## src/rtl/ahb_pkg.sv

```systemverilog
// Shared AHB-Lite encodings and record types for the memory arbiter.
package ahb_pkg;

    localparam logic [1:0] HTRANS_IDLE   = 2'b00;
    localparam logic [1:0] HTRANS_NONSEQ = 2'b10;

    localparam logic HRESP_OKAY  = 1'b0;
    localparam logic HRESP_ERROR = 1'b1;

    // Who owns the slave data phase this cycle.
    typedef enum logic [1:0] {
        OWN_NONE = 2'd0,
        OWN_M0   = 2'd1,
        OWN_M1   = 2'd2
    } owner_e;

    // Address-phase record at the default RV32 width. Other widths declare
    // the same layout locally and hand it to ahb_req_buffer as a type.
    typedef struct packed {
        logic [31:0] haddr;
        logic        hwrite;
        logic [2:0]  hsize;
    } addr_rec_t;

endpackage

```

## src/rtl/ahb_req_buffer.sv

```systemverilog
// One-entry holding register for a master's address phase that lost
// arbitration. It presents either the held record or the live bus record.
module ahb_req_buffer
    import ahb_pkg::*;
#(
    parameter type rec_t = addr_rec_t
) (
    input  logic clk,
    input  logic resetn,
    input  logic set,
    input  logic clear,
    input  rec_t live_rec,
    output logic pend,
    output rec_t sel_rec
);

    rec_t pend_rec;

    // Capture a losing live request, and drop it once its replay is granted.
    always_ff @(posedge clk or negedge resetn) begin
        if (!resetn) begin
            pend     <= 1'b0;
            pend_rec <= '0;
        end else if (set) begin
            pend     <= 1'b1;
            pend_rec <= live_rec;
        end else if (clear) begin
            pend     <= 1'b0;
        end
    end

    assign sel_rec = pend ? pend_rec : live_rec;

endmodule

```

## src/rtl/ahb_mem_arbiter.sv

```systemverilog
// 2-to-1 AHB-Lite arbiter sharing one memory slave between the imem (M0)
// and dmem (M1) masters. dmem wins by default; imem is forced through after
// MAX_CONSEC back-to-back dmem wins. A loser's address phase is buffered and
// replayed while its hready is held low. XLen must be 32 or 64 and
// MAX_CONSEC must lie in 1..15.
module ahb_mem_arbiter
    import ahb_pkg::*;
#(
    parameter int XLen       = 32,
    parameter int MAX_CONSEC = 2
) (
    input  logic            clk,
    input  logic            resetn,

    input  logic [1:0]      m0_htrans,
    input  logic [XLen-1:0] m0_haddr,
    input  logic            m0_hwrite,
    input  logic [2:0]      m0_hsize,
    input  logic [XLen-1:0] m0_hwdata,
    output logic [XLen-1:0] m0_hrdata,
    output logic            m0_hready,
    output logic            m0_hresp,

    input  logic [1:0]      m1_htrans,
    input  logic [XLen-1:0] m1_haddr,
    input  logic            m1_hwrite,
    input  logic [2:0]      m1_hsize,
    input  logic [XLen-1:0] m1_hwdata,
    output logic [XLen-1:0] m1_hrdata,
    output logic            m1_hready,
    output logic            m1_hresp,

    output logic [1:0]      s_htrans,
    output logic [XLen-1:0] s_haddr,
    output logic            s_hwrite,
    output logic [2:0]      s_hsize,
    output logic [XLen-1:0] s_hwdata,
    input  logic [XLen-1:0] s_hrdata,
    input  logic            s_hready,
    input  logic            s_hresp,

    output logic [1:0]      grant_o
);

    typedef struct packed {
        logic [XLen-1:0] haddr;
        logic            hwrite;
        logic [2:0]      hsize;
    } rec_t;

    localparam logic [3:0] DCNT_MAX = 4'(MAX_CONSEC);

    owner_e     dp_owner;
    logic [3:0] dcnt;

    logic live0, live1;
    logic req0, req1;
    logic pend0, pend1;
    logic gnt0, gnt1;
    logic set0, set1, clr0, clr1;
    rec_t live_rec0, live_rec1;
    rec_t sel_rec0, sel_rec1;

    // BUSY and SEQ are not recognised here, so they fall out as IDLE.
    assign live0 = (m0_htrans == HTRANS_NONSEQ) && m0_hready;
    assign live1 = (m1_htrans == HTRANS_NONSEQ) && m1_hready;
    assign req0  = pend0 || live0;
    assign req1  = pend1 || live1;

    assign live_rec0 = {m0_haddr, m0_hwrite, m0_hsize};
    assign live_rec1 = {m1_haddr, m1_hwrite, m1_hsize};

    assign set0 = s_hready && live0 && !gnt0;
    assign set1 = s_hready && live1 && !gnt1;
    assign clr0 = s_hready && gnt0;
    assign clr1 = s_hready && gnt1;

    ahb_req_buffer #(.rec_t(rec_t)) u_buf_m0 (
        .clk      (clk),
        .resetn   (resetn),
        .set      (set0),
        .clear    (clr0),
        .live_rec (live_rec0),
        .pend     (pend0),
        .sel_rec  (sel_rec0)
    );

    ahb_req_buffer #(.rec_t(rec_t)) u_buf_m1 (
        .clk      (clk),
        .resetn   (resetn),
        .set      (set1),
        .clear    (clr1),
        .live_rec (live_rec1),
        .pend     (pend1),
        .sel_rec  (sel_rec1)
    );

    // Pick the winner: dmem unless imem has waited out its consecutive-loss budget.
    always_comb begin
        gnt0 = 1'b0;
        gnt1 = 1'b0;
        if (req1 && !(req0 && (dcnt == DCNT_MAX))) begin
            gnt1 = 1'b1;
        end else if (req0) begin
            gnt0 = 1'b1;
        end
    end

    assign grant_o = {gnt1, gnt0};

    // Drive the slave address phase from whichever source won.
    always_comb begin
        s_htrans = HTRANS_IDLE;
        s_haddr  = '0;
        s_hwrite = 1'b0;
        s_hsize  = 3'b000;
        if (gnt1) begin
            s_htrans = HTRANS_NONSEQ;
            s_haddr  = sel_rec1.haddr;
            s_hwrite = sel_rec1.hwrite;
            s_hsize  = sel_rec1.hsize;
        end else if (gnt0) begin
            s_htrans = HTRANS_NONSEQ;
            s_haddr  = sel_rec0.haddr;
            s_hwrite = sel_rec0.hwrite;
            s_hsize  = sel_rec0.hsize;
        end
    end

    // The accepted address phase becomes the next data phase; stalls hold it.
    always_ff @(posedge clk or negedge resetn) begin
        if (!resetn) begin
            dp_owner <= OWN_NONE;
        end else if (s_hready) begin
            if (gnt1) begin
                dp_owner <= OWN_M1;
            end else if (gnt0) begin
                dp_owner <= OWN_M0;
            end else begin
                dp_owner <= OWN_NONE;
            end
        end
    end

    // Count dmem wins taken while imem was waiting; any imem win starts over.
    always_ff @(posedge clk or negedge resetn) begin
        if (!resetn) begin
            dcnt <= 4'd0;
        end else if (s_hready) begin
            if (gnt0) begin
                dcnt <= 4'd0;
            end else if (gnt1 && req0 && (dcnt != DCNT_MAX)) begin
                dcnt <= dcnt + 4'd1;
            end
        end
    end

    // Write data follows the data-phase owner; a stalled M0 keeps its hwdata steady.
    always_comb begin
        s_hwdata = '0;
        case (dp_owner)
            OWN_M0:  s_hwdata = m0_hwdata;
            OWN_M1:  s_hwdata = m1_hwdata;
            default: s_hwdata = '0;
        endcase
    end

    assign m0_hrdata = s_hrdata;
    assign m1_hrdata = s_hrdata;

    // Owner sees the slave; a master with a buffered request is stalled.
    always_comb begin
        m0_hready = 1'b1;
        m0_hresp  = HRESP_OKAY;
        m1_hready = 1'b1;
        m1_hresp  = HRESP_OKAY;
        if (dp_owner == OWN_M0) begin
            m0_hready = s_hready;
            m0_hresp  = s_hresp;
        end else if (pend0) begin
            m0_hready = 1'b0;
        end
        if (dp_owner == OWN_M1) begin
            m1_hready = s_hready;
            m1_hresp  = s_hresp;
        end else if (pend1) begin
            m1_hready = 1'b0;
        end
    end

endmodule
```

## config.mk

```make
export PLATFORM = sky130hd
export DESIGN_NAME = ahb_mem_arbiter
export DESIGN_NICKNAME = d
export VERILOG_FILES = /design/src/rtl/ahb_pkg.sv /design/src/rtl/ahb_req_buffer.sv /design/src/rtl/ahb_mem_arbiter.sv
export SDC_FILE = /design/constraint.sdc
export NUM_CORES = 1
export LEC_CHECK = 0
export CORE_ASPECT_RATIO = 1.1
export CORE_MARGIN = 4
export CORE_UTILIZATION = 41
export CTS_CLUSTER_DIAMETER = 60
export DETAILED_ROUTE_END_ITERATION = 10
export HOLD_SLACK_MARGIN = 0.06
export PLACE_DENSITY_LB_ADDON = 0.25
export SLEW_MARGIN = 40
export SYNTH_ARGS = -nofsm -noshare
export SYNTH_HDL_FRONTEND = slang
export SYNTH_HIERARCHICAL = 1
export SYNTH_SLANG_ARGS = --single-unit
```

## constraint.sdc

```tcl
create_clock -name clk -period 2.3 [get_ports clk]
set_clock_uncertainty 0.15 [all_clocks]
set_input_delay 0.46 -clock clk [delete_from_list [all_inputs] [get_ports clk]]
set_output_delay 0.46 -clock clk [all_outputs]
set_load 0.005 [all_outputs]
```

# After elaboration in Yosys (flattened, before gate mapping)
# Cells that the tools add are included.
[op_classes] n_addsub=1 n_eq_ne=6 muxes=28 n_reduce_logical=21
[ops] operator="$mux 36" n=2
[ops] operator="$mux 32" n=2
[ops] operator="$pmux 32 s2" n=1
[ops] operator="$mux 1" n=16
[ops] operator="$logic_and 1x1->1" n=12
[ops] operator="$mux 4" n=2
[ops] operator="$eq 2x2->1 const B" n=3
[ops] operator="$mux 2" n=3
[ops] operator="$mux 3" n=2
[ops] operator="$reduce_bool 2->1" n=3
[ops] operator="$add 4x1->4 const B" n=1
[ops] operator="$eq 4x2->1 const B" n=1
[ops] operator="$ne 4x2->1 const B" n=1
[ops] operator="$logic_not 1->1" n=3
[ops] operator="$eq 2x1->1 const B" n=1
[ops] operator="$logic_or 1x1->1" n=2
[ops] operator="$reduce_and 2->1" n=1
[totals] regBits=80 wordCells=66

# Depth between registers and ports, before layout
# Gate-level depths: netlist of the first run.
[logic_depth] word_depth=12 ltp_mapped=10 mapped_depth_nobuf=8

# Modules after synthesis
# The synthesis of the first run kept the hierarchy.
[modules_own_cells] mod="ahb_req_buffer" instances=2 cells_each=119 area_per_inst_um2=2108.3 seq_area_each_um2=925.9
[modules_own_cells] mod="ahb_mem_arbiter" instances=1 cells_each=237 area_per_inst_um2=1775.5 seq_area_each_um2=150.1

# Worst setup path before layout of the first run
# Ideal clock, no wire load.
[synth_timing] path_type="flip-flop to output port" startpoint="register dcnt[0]" endpoint="output port s_haddr[0]" arrival_time_ps=1567 slack_ps=123 stages_incl_launch_ff=7 path_cell_list="dfrtp_1 > inv_1 > ha_1 > or3b_4 > o21a_4 > buf_6 > a22o_1"
[synth_between] elab_chain_cells=7
[synth_rtl] element="from (decl)" line="ahb_mem_arbiter.sv:54" rtl="logic [3:0] dcnt;"
[synth_rtl] element="from (signal assigned)" line="ahb_mem_arbiter.sv:153" rtl="dcnt <= dcnt + 4'd1;"
[synth_rtl] element="$eq 4x2->1 (*)" line="ahb_mem_arbiter.sv:102" rtl="if (req1 && !(req0 && (dcnt == DCNT_MAX))) begin"
[synth_rtl] element="$logic_and 1x1->1 (*)" line="ahb_mem_arbiter.sv:102"
[synth_rtl] element="$logic_not 1->1 (*)" line="ahb_mem_arbiter.sv:102"
[synth_rtl] element="$logic_and 1x1->1 (*)" line="ahb_mem_arbiter.sv:102"
[synth_rtl] element="$mux 1" line="ahb_mem_arbiter.sv:102"
[synth_rtl] element="$mux 32" line="ahb_mem_arbiter.sv:122" rtl="end else if (gnt0) begin"
[synth_rtl] element="$mux 32 (*)" line="ahb_mem_arbiter.sv:117" rtl="if (gnt1) begin"
[synth_rtl] element="to (decl)" line="ahb_mem_arbiter.sv:34" rtl="output logic [XLen-1:0] s_haddr,"
# Mark *: on every way between the ends. The rest lies on a longest branch, timed or not.

# Worst setup path in the final report of the first run
[layout_timing] startpoint="register dcnt[0]" endpoint="output port s_haddr[5]"
# Same word-level chain as after synthesis.

==> reports/summary.txt, run 1 <==
outcome: finished with violations
violated checks: negative setup slack
HP Class: reg2reg
# nets final: 886
Max Clk Rate: 0.354 GHz
RR Endpoint: u_buf_m1/pend_rec[22]$_DFFE_PN0P_
post-synth top area cell: dfrtp_1
Final min period: 2830 ps
Clock Root Buffer: clkbuf_16
reg2reg setup slack: -330 ps
vias per cell: 5.34
r2r worst-path depth: 13
Final Cell Area: 9330 um2
mean area per synthesized cell: 12.6 um2
Die Y: 135 um
worst r2r src: dp_owner[1]$_DFFE_PN0P_
leakage: 4.24 nW
Via Count: 4820
H-Tree Depth: 3
Avg WL per Cell: 25.0 um
final setup vio count: 145
global-route wire length before repair: 32500 um
Area growth syn-to-layout: 55.8%
placed cell area: 8060 um2
most frequent CP cell: buf_6
Top Ports: 316
slew of the pin with the lowest slew margin: 570 ps
Setup CP Type: reg2out
Yosys reg bits: 80
PwrDens: 786 nW/um2
starting density of the core: 0.416
CP Max Fanout: 5
Post-Route WL: 22600 um
Cell Area, Synth: 5990 um2
Sink Count: 80
CTS Buf Count: 9
clk_lat worst skew: 330 ps
DR DRC count: 0
Power, Total: 7.33 mW
commonest non-fill, non-tap cell in the layout: clkdlybuf4s50_1
CP max stage cell: or3b_4
Unique masters post-synth: 36
critical path endpoint category: output pin
routability cong.: 0.859
Cell Chain, Critical Path: inv_1 > ha_2 > or3b_4 > buf_6 > a21oi_4 > buf_6 > buf_8 > buf_16 > a22o_1 > buf_2
GR Overflow Total: 0
critical path data required time: 1690 ps
crit-path leading delay family: buffers and inverters
Worst path max stage delay: 380 ps
row cnt: 46
Hold WS: 356 ps
CTS tree: done
worst slack, placed: -825 ps
RSZ-0062 raised after global routing: true
Max Cap Viol: 0
DRT antenna net count: 0
Critical Path AT: 2220 ps
Synth warnings: 6
Slew Limit Fails: 0
Crit path buffers/inverters: 6
Final HPWL DP: 15400 um
Period Utilization, post-route: 1.23
ranking of synthesized cells by area: dfrtp_1, mux2_4, buf_4, mux2_2, a22o_1
pin count of the biggest net entering global routing: 41
Die W: 123 um
register area share after synthesis: 0.334
clk slew on worst S/H paths: 60 ps
Setup WS post-layout: -526 ps
Total Die Area: 16600 um2
Post-Syn Instances: 475
DRT iter0 DRCs: 142
Hold Path Origin: u_buf_m0/pend_rec[2]$_DFFE_PN0P_
top-area cell type share of the netlist area: 0.334
Worst Hold End: u_buf_m0/pend_rec[2]$_DFFE_PN0P_
syn_nets: 655
final core occ: 0.649
main flop type after synthesis: dfrtp_1
fraction of registers with async set or reset after synthesis: 1.00
All-Layer GR Usage: 0.265
share of layout cells above drive strength 1: 0.558
most frequent cells in the layout: clkdlybuf4s50_1, mux2_4, dfrtp_1, buf_2, buf_12
vias in the first global route: 5295
final hold viol count: 0
1st-pass router iterations: 4
Longest Clk Path Bufs: 2
IO buf count: 218
Core Box Area: 14400 um2
Rel. slew slack: 0.620
VDD IR-drop max: 0.000443 V
Post-synth EDFFs: 0
Hold Path Stages: 1
initial antenna violation count: 7
Worst setup SP type: flop
-- cell families after synthesis --
group | share of synthesized area
compound gates | 0.113
flops | 0.334
simple gates | 0.0395
other cells | 0.000626
mux | 0.349
buf+inv | 0.156
fa+ha+maj | 0.00835
-- final cells by class --
type                    count  area, um2
diodes                      1       2.50
clock buffers              12        256
clock inverters             3       65.1
fillers                  1136       5060
inverters                   6       22.5
multi-input cells         288       3370
flip-flops and latches     80       2000
well taps                 192        240
repair buffers            321       3370
-- metrics by stage --
stage	std cells	setup TNS, ps
2_1_floorplan	475	0
3_3_place_gp	828	-49910
3_5_place_dp	828	-53130
4_1_cts	895	-35380
5_1_grt	903	-54890
6_report	903	-43640
-- per-layer routing --
layer / GRT usage / share of wire
met1: 0.311 / 0.38
met2: 0.435 / 0.48
met3: 0.110 / 0.10
met4: 0.0929 / 0.028
met5: 0 / 0.0037
-- where the power goes --
part	leakage, nW	switching [mW]	internal [mW]	total (mW)
sequential	1.04	0.263	1.81	2.08
combinational	3.04	1.37	2.32	3.70
clock	0.159	0.556	1.00	1.56
-- worst reg2reg max path, stage by stage, from the launching register on --
cell and delay (ps):
dfrtp_1 420, buf_6 140, ha_4 170, buf_6 110, buf_8 120, buf_6 120
buf_12 120, mux2i_4 150, nand2_1 80, nor3_2 220, buf_6 150, buf_12 130
buf_12 140, mux2_4 310
-- sequential cells by signal, indices dropped and copies added, names as in the netlist --
name               cells
u_buf_m0/pend_rec     36
u_buf_m1/pend_rec     36
dcnt                   4
dp_owner               2
u_buf_m0/pend          1
u_buf_m1/pend          1
-- synth_stat cells (2+ instances only) --
master    number
a21o_1         3
a21oi_1        3
a22o_1        36
a22oi_1       32
and2_1         3
buf_12        12
buf_2          2
buf_4         67
buf_6         11
clkbuf_1       9
dfrtp_1       80
ha_1           4
inv_1          6
mux2_2        29
mux2_4       116
mux2i_1        2
nand2_1        4
nand2b_1       3
nor2_1        33
nor2b_1        3
o21ai_0        2
-- what timing repair did --
action,CTS,global route
buffers inserted,33,18
pin swaps,37,41
resized for setup,369,50
setup endpoints to repair,147,149
hold buffers,1,0
hold endpoints to repair,38,0
cloned,19,0
-- worst max path at each step --
stage                  end           startpoint  cells past startpoint  slack, ps
6_report        s_haddr[5]  dcnt[0]$_DFFE_PN0P_                     10       -530
2_1_floorplan   s_haddr[0]  dcnt[0]$_DFFE_PN0P_                      6        120
3_3_place_gp   s_haddr[13]             s_hready                      7       -770
5_1_grt         s_haddr[9]  dcnt[0]$_DFFE_PN0P_                     10       -640
3_5_place_dp   s_haddr[12]             s_hready                      7       -820
4_1_cts         s_haddr[1]  dcnt[0]$_DFFE_PN0P_                     10       -580
Power figures use the tool's default switching activity.
==> run 2, diff against run 1 <==
--- a/config.mk
+++ b/config.mk
@@ -12,6 +12,7 @@
 export DETAILED_ROUTE_END_ITERATION = 10
 export HOLD_SLACK_MARGIN = 0.06
 export PLACE_DENSITY_LB_ADDON = 0.25
+export RECOVER_POWER = 50
 export SLEW_MARGIN = 40
 export SYNTH_ARGS = -nofsm -noshare
 export SYNTH_HDL_FRONTEND = slang
==> reports/summary.txt, run 2 (synthesis results as in run 1) <==
crit-path leading delay family: buffers and inverters
Sink Count: 80 (unchanged)
Total Die Area: 16600 um2 (unchanged)
Power, Total: 7.33 mW (about the same)
Slew Limit Fails: 0 (unchanged)
Int Power: 5.14 mW (about the same)
crit path launch: dcnt[0]$_DFFE_PN0P_
Final HPWL DP: 15400 um (unchanged)
DRT antenna net count: 0 (unchanged)
initial antenna violation count: 7 (unchanged)
final hold viol count: 0 (unchanged)
Setup CP Type: reg2out
Avg WL per Cell: 25.0 um (about the same)
met2 wire length: 11000 um (about the same)
final setup vio count: 145 (unchanged)
GR Overflow Total: 0 (unchanged)
most frequent CP cell: buf_6
DRT iter0 DRCs: 142 (unchanged)
Core Box Area: 14400 um2 (unchanged)
1st-pass router iterations: 4 (unchanged)
CP Max Fanout: 5 (unchanged)
final cell count without fillers: 903 (unchanged)
Clock Root Buffer: clkbuf_16
Worst path max stage delay: 380 ps (about the same)
starting density of the core: 0.416 (unchanged)
Die W: 123 um (unchanged)
Final min period: 2830 ps (unchanged)
Worst setup SP type: flop
vias in the first global route: 5295 (unchanged)
routability cong.: 0.859 (unchanged)
slew of the pin with the lowest slew margin: 1110 ps (+537 ps)
worst r2r src: dp_owner[1]$_DFFE_PN0P_
leakage: 4.24 nW (about the same)
violated checks: negative setup slack
IO buf count: 218 (unchanged)
HP Class: reg2reg
CTS tree: done
critical path endpoint category: output pin
total length of routed met3 wires: 2370 um (+0.42%)
row cnt: 46 (unchanged)
DR DRC count: 0 (unchanged)
Largest regs: u_buf_m0/pend_rec (36), u_buf_m1/pend_rec (36), dcnt (4)
critical path data required time: 1690 ps (about the same)
H-Tree Depth: 3 (unchanged)
most frequent cells in the layout: clkdlybuf4s50_1, mux2_4, dfrtp_1, buf_2, buf_12
pin count of the biggest net entering global routing: 41 (unchanged)
VDD IR-drop max: 0.000443 V (about the same)
Max Clk Rate: 0.354 GHz (unchanged)
clk slew on worst S/H paths: 60 ps (about the same)
Max Cap Viol: 0 (unchanged)
Sw Pwr: 2.19 mW (about the same)
CTS Buf Count: 9 (unchanged)
# nets final: 886 (unchanged)
Post-Route WL: 22600 um (about the same)
Period Utilization, post-route: 1.23 (unchanged)
post-placement cell count: 828 (unchanged)
Setup WS post-layout: -526 ps (unchanged)
part of the power in combinational logic: 0.504 (about the same)
Cell Chain, Critical Path: inv_1 > ha_2 > or3b_4 > buf_6 > a21oi_4 > buf_6 > buf_8 > buf_16 > a22o_1 > buf_2
clk_lat worst skew: 330 ps (about the same)
Via Count: 4819 (-0.021%)
RSZ-0062 raised after global routing: true
CP max stage cell: or3b_4
All-Layer GR Usage: 0.265 (unchanged)
Top Ports: 316 (unchanged)
PwrDens: 786 nW/um2 (about the same)
Critical Path AT: 2220 ps (about the same)
vias per cell: 5.34 (about the same)
Hold Path Origin: u_buf_m0/pend_rec[2]$_DFFE_PN0P_
global-route wire length before repair: 32500 um (unchanged)
max layer used: met5
power share of the clock group: 0.213 (about the same)
Seq pwr share: 0.283 (about the same)
FILL cells: 1137 (+0.088%)
met1 WL: 8550 um (about the same)
Rel. slew slack: 0.262 (-0.358)
Longest Clk Path Bufs: 2 (unchanged)
Area growth syn-to-layout: 55.7% (about the same)
worst slack, placed: -825 ps (unchanged)
Die Y: 135 um (unchanged)
commonest non-fill, non-tap cell in the layout: clkdlybuf4s50_1
outcome: finished with violations
share of layout cells above drive strength 1: 0.558 (unchanged)
Crit path buffers/inverters: 6 (unchanged)
Net Sw Frac: 0.299 (about the same)
## run 2: cell type report
cell class              count  area (um2)  share of cell area
multi-input cells         288        3370               0.362
repair buffers            321        3370               0.361
flip-flops and latches     80        2000               0.215
clock buffers              12         256              0.0275
well taps                 192         240              0.0257
clock inverters             3        65.1             0.00697
inverters                   6        22.5             0.00241
diodes                      1        2.50            0.000268
## run 2: path summary, 6_finish.rpt
check,endpoint,slack (ps),cells past startpoint
max,s_haddr[5],-530,10
min,u_buf_m0/pend_rec[2]$_DFFE_PN0P_,360,1
max reg2reg,u_buf_m1/pend_rec[22]$_DFFE_PN0P_,-330,13
min reg2reg,u_buf_m0/pend_rec[2]$_DFFE_PN0P_,360,1
max in group asynchronous,u_buf_m0/pend$_DFFE_PN0P_,520,2
min in group asynchronous,u_buf_m0/pend_rec[22]$_DFFE_PN0P_,730,2
## run 2: timing repair
| item | CTS | global route |
|---|---|---|
| hold buffers | 1 | 0 |
| setup buffers | 33 | 18 |
| hold endpoints to repair | 38 | 0 |
| resized for setup | 369 | 50 |
| endpoints found under the setup margin | 147 | 149 |
| gates cloned | 19 | 0 |
| pin swaps | 37 | 41 |
## run 2: metrics by stage
stage	hold slack [ps]	TNS, ps	utilization	area (um2)
2_1_floorplan	14.4	0	-	5990
5_1_grt	370	-54890	0.648	9330
3_3_place_gp	336	-49910	0.560	8060
3_5_place_dp	341	-53130	0.560	8060
6_report	356	-43640	0.648	9330
4_1_cts	357	-35380	0.651	9360
## run 2: per-layer routing
| metal | up-vias | track usage |
|---|---|---|
| li1 | 2118 | - |
| met1 | 2364 | 0.311 |
| met2 | 263 | 0.435 |
| met3 | 62 | 0.110 |
| met4 | 12 | 0.0929 |
| met5 | - | 0 |
## run 2: power groups by stage
stage	clock, mW	sequential (mW)	combinational (mW)
after global routing	1.66	2.12	3.89
after global placement	0	2.04	3.00
after detailed placement	0	2.06	3.06
final	1.56	2.08	3.70
after CTS	1.59	2.06	3.68
after floorplan	0	1.99	1.87
==> run 3, diff against run 2 <==
--- a/config.mk
+++ b/config.mk
@@ -9,6 +9,7 @@
 export CORE_MARGIN = 4
 export CORE_UTILIZATION = 41
 export CTS_CLUSTER_DIAMETER = 60
+export CTS_CLUSTER_SIZE = 12
 export DETAILED_ROUTE_END_ITERATION = 10
 export HOLD_SLACK_MARGIN = 0.06
 export PLACE_DENSITY_LB_ADDON = 0.25
==> results of run 3 <==
Final layout, timing and power as in run 2 (identical DEF).
